--- config.mk ---
export PLATFORM = sky130hd
export DESIGN_NAME = name_entry_buffer
export DESIGN_NICKNAME = d
export VERILOG_FILES = /design/src/rtl/name_entry_buffer.sv
export SDC_FILE = /design/constraint.sdc
export NUM_CORES = 1
export LEC_CHECK = 0
export BUFFER_PORTS_ARGS = -buffer_cell sky130_fd_sc_hd__buf_2
export CAP_MARGIN = 20
export CORE_ASPECT_RATIO = 1.4
export CORE_UTILIZATION = 62
export DETAILED_ROUTE_END_ITERATION = 10
export PLACE_DENSITY = 0.82
export SYNTH_ARGS = -nofsm -noshare
export SYNTH_HDL_FRONTEND = slang
export SYNTH_SLANG_ARGS = --single-unit
--- constraint.sdc ---
create_clock -name CLOCK_50 -period 3.48 [get_ports CLOCK_50]
set_input_delay 0.174 -clock CLOCK_50 [delete_from_list [all_inputs] [get_ports CLOCK_50]]
set_output_delay 0.174 -clock CLOCK_50 [all_outputs]
set_load 0.02 [all_outputs]
--- src/rtl/name_entry_buffer.sv ---
// Debounced push-button front end feeding a fixed-depth character buffer
// that the name scroller reads through a registered read port.
`timescale 1ns/1ps

module name_entry_buffer_debounce #(
    parameter int DEBOUNCE_CYCLES = 500000
) (
    input  logic clk,
    input  logic rst_n,
    input  logic key_n,
    output logic press
);
    localparam int CW = $clog2(DEBOUNCE_CYCLES + 1);
    localparam logic [CW-1:0] CNT_LAST = CW'(DEBOUNCE_CYCLES - 1);

    typedef enum logic [1:0] {RELEASED, PRESS_PEND, PRESSED, REL_PEND} state_t;

    state_t        state, state_next;
    logic [CW-1:0] cnt, cnt_next;
    logic          sync_1, sync_2;

    always_ff @(posedge clk or negedge rst_n) begin
        if (!rst_n) begin
            sync_1 <= 1'b1;
            sync_2 <= 1'b1;
        end else begin
            sync_1 <= key_n;
            sync_2 <= sync_1;
        end
    end

    always_ff @(posedge clk or negedge rst_n) begin
        if (!rst_n) begin
            state <= RELEASED;
            cnt   <= '0;
        end else begin
            state <= state_next;
            cnt   <= cnt_next;
        end
    end

    always_comb begin
        state_next = state;
        cnt_next   = cnt;
        case (state)
            RELEASED: begin
                if (!sync_2) begin
                    state_next = PRESS_PEND;
                    cnt_next   = '0;
                end
            end
            PRESS_PEND: begin
                if (sync_2)
                    state_next = RELEASED;
                else if (cnt == CNT_LAST)
                    state_next = PRESSED;
                else
                    cnt_next = cnt + CW'(1);
            end
            PRESSED: begin
                if (sync_2) begin
                    state_next = REL_PEND;
                    cnt_next   = '0;
                end
            end
            REL_PEND: begin
                if (!sync_2)
                    state_next = PRESSED;
                else if (cnt == CNT_LAST)
                    state_next = RELEASED;
                else
                    cnt_next = cnt + CW'(1);
            end
            default: state_next = RELEASED;
        endcase
    end

    // The press event is the PRESS_PEND -> PRESSED transition itself, so it lasts one cycle.
    always_comb begin
        press = (state == PRESS_PEND) && !sync_2 && (cnt == CNT_LAST);
    end
endmodule

module name_entry_buffer #(
    parameter int DEPTH = 8,
    parameter int CHAR_W = 5,
    parameter int DEBOUNCE_CYCLES = 500000,
    localparam int AW = $clog2(DEPTH)
) (
    input  logic              CLOCK_50,
    input  logic              RESET_N,
    input  logic              key_add_n,
    input  logic              key_del_n,
    input  logic              key_clr_n,
    input  logic [CHAR_W-1:0] char_in,
    input  logic [AW-1:0]     rd_addr,
    output logic [CHAR_W-1:0] rd_char,
    output logic [AW:0]       length,
    output logic              full,
    output logic              empty,
    output logic              wr_pulse,
    output logic              err_pulse
);
    localparam logic [AW:0] LEN_FULL = (AW+1)'(DEPTH);
    localparam logic [AW:0] LEN_ONE  = (AW+1)'(1);

    logic              add_ev, del_ev, clr_ev;
    logic [CHAR_W-1:0] entries [DEPTH];
    logic [AW-1:0]     tail_idx, last_idx;

    name_entry_buffer_debounce #(.DEBOUNCE_CYCLES(DEBOUNCE_CYCLES)) u_db_add (
        .clk(CLOCK_50), .rst_n(RESET_N), .key_n(key_add_n), .press(add_ev)
    );
    name_entry_buffer_debounce #(.DEBOUNCE_CYCLES(DEBOUNCE_CYCLES)) u_db_del (
        .clk(CLOCK_50), .rst_n(RESET_N), .key_n(key_del_n), .press(del_ev)
    );
    name_entry_buffer_debounce #(.DEBOUNCE_CYCLES(DEBOUNCE_CYCLES)) u_db_clr (
        .clk(CLOCK_50), .rst_n(RESET_N), .key_n(key_clr_n), .press(clr_ev)
    );

    // Low AW bits of length address the next free slot; minus one wraps to DEPTH-1 when full.
    assign tail_idx = length[AW-1:0];
    assign last_idx = tail_idx - AW'(1);
    assign full     = (length == LEN_FULL);
    assign empty    = (length == '0);

    always_ff @(posedge CLOCK_50 or negedge RESET_N) begin
        if (!RESET_N) begin
            for (int unsigned i = 0; i < DEPTH; i++)
                entries[i] <= '0;
            length    <= '0;
            wr_pulse  <= 1'b0;
            err_pulse <= 1'b0;
        end else begin
            wr_pulse  <= 1'b0;
            err_pulse <= 1'b0;
            if (clr_ev) begin
                for (int unsigned i = 0; i < DEPTH; i++)
                    entries[i] <= '0;
                length   <= '0;
                wr_pulse <= 1'b1;
            end else if (del_ev) begin
                if (!empty) begin
                    entries[last_idx] <= '0;
                    length            <= length - LEN_ONE;
                    wr_pulse          <= 1'b1;
                end else begin
                    err_pulse <= 1'b1;
                end
            end else if (add_ev) begin
                if (!full) begin
                    entries[tail_idx] <= char_in;
                    length            <= length + LEN_ONE;
                    wr_pulse          <= 1'b1;
                end else begin
                    err_pulse <= 1'b1;
                end
            end
        end
    end

    always_ff @(posedge CLOCK_50 or negedge RESET_N) begin
        if (!RESET_N)
            rd_char <= '0;
        else
            rd_char <= ({1'b0, rd_addr} < length) ? entries[rd_addr] : '0;
    end
endmodule

==> impl_metrics.env <==
export IMPL_fin_skew_ps=9.149
export IMPL_grt_max_degree=68
export IMPL_synthesis_instances=569
export IMPL_cts_post_setup_buffers_inserted=0
export IMPL_worstRegToRegCells=6
export IMPL_critical_path_slowest_cell="or4b_1"
export IMPL_worst_skew_pair_late_latency_ps=420
export IMPL_powerDensity_nw_per_um2=510.6
export IMPL_avgViaCountPerCell=6.358
export IMPL_synth_warning_count=0
export IMPL_net_switching_component_of_the_power_mw=0.7225
export IMPL_setup_worst_path_class="flip-flop to flip-flop"
export IMPL_max_slew_margin_pct=32.92
export IMPL_post_place_cells=691
export IMPL_dr_first_iter_drc_count=374
export IMPL_cts_sinks=120
export IMPL_worst_hold_path_num_cells=2
export IMPL_floorplan_core_area_um2=9459
export IMPL_initial_antenna_violation_count=1
export IMPL_worst_path_largest_cell_delay_ps=540
export IMPL_hp_class="input port to flip-flop"
export IMPL_antenna_violating_nets_post_route=0
export IMPL_top_layer_used="met4"
export IMPL_max_cap_violations=0
export IMPL_grt_first_pass_wirelength_mm=22.64
export IMPL_p_total_mw=3.609
export IMPL_die_width_um=85.49
export IMPL_synth_sequential_area_ratio_pct=49.76
export IMPL_fin_util_pct=74.72
export IMPL_layout_drive_gt1_share_pct=16.77
export IMPL_die_area_um2=10160
export IMPL_dp_hpwl_mm=8.839
export IMPL_outcome="complete, no violations"
export IMPL_post_route_drc=0
export IMPL_route_detailed_wl_per_inst_um=18.39
export IMPL_number_of_global_route_vias_before_repair=4653
export IMPL_global_route_usage_total_pct=28.91
export IMPL_ctsHtreeMaxLevel=4
export IMPL_timing_hold_ws_ps=13.42
export IMPL_cp_cell_sequence="or4b_1, nor4_2, nand4_2, nor3_1, and3_1, a22o_1"
export IMPL_slew_viol_final=0
export IMPL_min_from="char_in[3]"
export IMPL_num_nets_final=627
export IMPL_post_synth_num_cell_types=53
export IMPL_setup_tns_final_ps=0
export IMPL_placement_rows=42
export IMPL_postSynthRegisterBits=120
export IMPL_detailroute_wirelength_met2_mm=6.926
export IMPL_detailroute_via_count=4641
export IMPL_initial_utilization_pct=63.96
export IMPL_cts_root_buf="clkbuf_16"
export IMPL_pwr_share_clk_pct=56.6
export IMPL_cts_tree="built"
export IMPL_synth_avg_cell_area_um2=10.63
export IMPL_drt_pre_antenna_iters=5
export IMPL_worst_r2r_startpoint="u_db_add.cnt[11]"
export IMPL_grt_setup_unrepaired="false"
export IMPL_comb_power_share_pct=3.3
export IMPL_global_route_overflow_total=0
export IMPL_crit_path_start_kind="flip-flop"
export IMPL_cts_made_buffers=17
export IMPL_filler_free_cell_count_of_the_finished_design=730
export IMPL_crit_path_end_kind="flip-flop"
export IMPL_internal_power_mw=2.886
export IMPL_syn2layout_area_growth_pct=16.84
export IMPL_power_sequential_fraction_pct=40.1
export IMPL_synthesis_area_um2=6050
export IMPL_clkTransAtPathRegs_ps=60
export IMPL_final_period_utilization_pct=87.06
export IMPL_worst_r2r_end="entries[21]"
export IMPL_finalWeightedCongestion=0.8955
export IMPL_detail_route_wirelength_met1_mm=5.473
export IMPL_totalWireLength_mm=13.43
export IMPL_timing_worst_slew_pin_value_ps=1003
export IMPL_layout_min_cycle_time_ps=3030
export IMPL_max_freq_mhz=330.1
export IMPL_mappedNetlistNets=589
export IMPL_hold_violations=0
export IMPL_timing_critical_path_required_ps=3830
export IMPL_setup_viol=0
export IMPL_crit_path_start="u_db_add.cnt[11]"
export IMPL_cts_max_path_buffers=2
export IMPL_dieHeight_um=118.9
export IMPL_port_buffer_count=25
export IMPL_worst_path_max_fanout=15
export IMPL_met3_routed_wl_um=719
export IMPL_power_switching_share_pct=20.02
export IMPL_count_of_inserted_antenna_diode_cells=0
export IMPL_worst_r2r_setup_slack_ps=450
export IMPL_holdPathEnd="entries[3]"
export IMPL_total_leakage_power_nw=3.226
export IMPL_cp_data_arrival_time_ps=3380
export IMPL_max_vdd_ir_drop_mv=0.3645
export IMPL_boundaryPins=26
[per-stage QoR]
stage / worst slack (ps) / cell area [um^2]
6_report: 450.2 / 7068
5_1_grt: 264.4 / 7068
4_1_cts: 485.2 / 7056
3_5_place_dp: 577.7 / 6309
3_3_place_gp: 587.0 / 6309
2_1_floorplan: 829.3 / 6050
[layer usage]
layer / global-route usage, % / vias up
met2: 46.85 / 174
met1: 36.79 / 2289
met5: 0 / -
met3: 6.999 / 26
li1: - / 2152
met4: 12.92 / 0
[state kept, by name, indices dropped and copies added, names as in the netlist, named ones only]
signal and count:
err_pulse 1, u_db_clr.state 1, u_db_clr.sync_1 1, u_db_del.sync_2 1, u_db_del.cnt 19, entries 40
wr_pulse 1, rd_char 5, u_db_clr.cnt 19, u_db_add.sync_1 1, u_db_add.state 1, u_db_add.sync_2 1
u_db_del.sync_1 1, u_db_del.state 1, u_db_clr.sync_2 1, length 4, u_db_add.cnt 19
[final cells by class]
cell class | instances | area (um^2)
Multi-Input combinational cell | 414 | 2897
Timing Repair Buffer | 43 | 285.3
Clock buffer | 22 | 484.2
Tap cell | 110 | 137.6
Sequential cell | 120 | 3010
Fill cell | 615 | 2391
Inverter | 11 | 41.29
Clock inverter | 10 | 212.7
[synthesized netlist by cell type (all sizes together)]
library cell | n | share of area (%)
ha | 7 | 1.4
mux2i | 7 | 1.2
buf | 5 | 0.46
or4 | 2 | 0.31
clkbuf | 19 | 1.2
a211oi | 2 | 0.25
nand3b | 2 | 0.25
a311oi | 2 | 0.29
nor4 | 6 | 1.1
a31o | 1 | 0.14
a22o | 47 | 6.8
a21o | 3 | 0.37
dfrtp | 114 | 47
a2111oi | 1 | 0.14
xor2 | 49 | 7.1
nand3 | 30 | 2.6
xnor2 | 7 | 1.0
or4b | 5 | 0.83
o31ai | 7 | 0.87
nand4b | 2 | 0.29
a221oi | 1 | 0.43
o311ai | 1 | 0.14
nor4b | 1 | 0.14
o21ai | 8 | 0.66
clkinv | 2 | 0.12
nand4 | 19 | 2.1
a31oi | 6 | 0.62
a21oi | 15 | 1.6
mux2 | 2 | 0.37
inv | 9 | 0.56
nor3b | 1 | 0.12
and2 | 6 | 0.62
dfstp | 6 | 2.6
nor3 | 17 | 1.4
nand2 | 37 | 2.3
or3b | 2 | 0.29
and4 | 12 | 1.7
nand2b | 6 | 0.62
and3 | 11 | 1.1
mux4 | 10 | 3.7
nor2 | 79 | 5.0
[layout by cell type (no fill, tap or decap), types with 3 or more instances in the layout]
cell type	synthesis	routed
nor4_1	3	3
mux2i_1	7	7
mux4_2	10	10
buf_2	4	24
nor3_1	17	17
inv_1	8	8
xor2_1	49	49
nand2_1	37	37
o31ai_1	7	7
dlygate4sd3_1	0	5
buf_4	1	12
clkbuf_16	0	17
nand2b_1	6	6
a22o_1	47	47
clkbuf_8	0	4
dfrtp_1	114	114
or4b_1	4	4
and2_1	6	6
dfstp_2	6	6
ha_1	7	7
and4_1	12	12
nor2_1	78	78
nand4_1	18	18
bufinv_16	0	6
a21oi_2	5	5
xnor2_1	7	7
o21ai_0	8	8
a21oi_1	10	10
nand3_1	29	29
a31oi_1	6	6
and3_1	11	11
a21o_1	3	3
[power groups by stage]
stage / registers [mW] / logic (mW) / clock network [mW]
2_1_floorplan: 1.46 / 0.0610 / 0
3_3_place_gp: 1.47 / 0.109 / 0
3_5_place_dp: 1.47 / 0.112 / 0
4_1_cts: 1.45 / 0.120 / 2.06
5_1_grt: 1.45 / 0.133 / 2.12
6_report: 1.45 / 0.119 / 2.04
[what timing repair did]
action / in CTS / in global routing
hold buffers: 5 / 0
hold endpoints to repair: 53 / 0
resized for setup: 0 / 0
[kinds of logic after synthesis]
| family | share of synthesized area, % |
|---|---|
| and+or+nand+nor | 20.79 |
| DFF | 49.76 |
| AOI/OAI and AO/OA | 12.29 |
| xor gates and xnor gates | 8.108 |
| buffers and inverters | 2.358 |
| muxes | 5.253 |
| adders and majority gates | 1.448 |
[worst max path at each step]
stage | endpoint | slack [ps]
floorplan | length[2] | 830
global placement | entries[0] | 590
detailed placement | entries[13] | 580
CTS | entries[33] | 490
global route | entries[16] | 260
finish | entries[21] | 450
[critical path: cells and delay by family, from the launching register on]
kind / cells / cell delay (ps)
and+or+nand+nor: 5 / 2340
DFF: 1 / 410
AOI/OAI and AO/OA: 1 / 210
No activity file was read; power rests on OpenSTA's default activity.
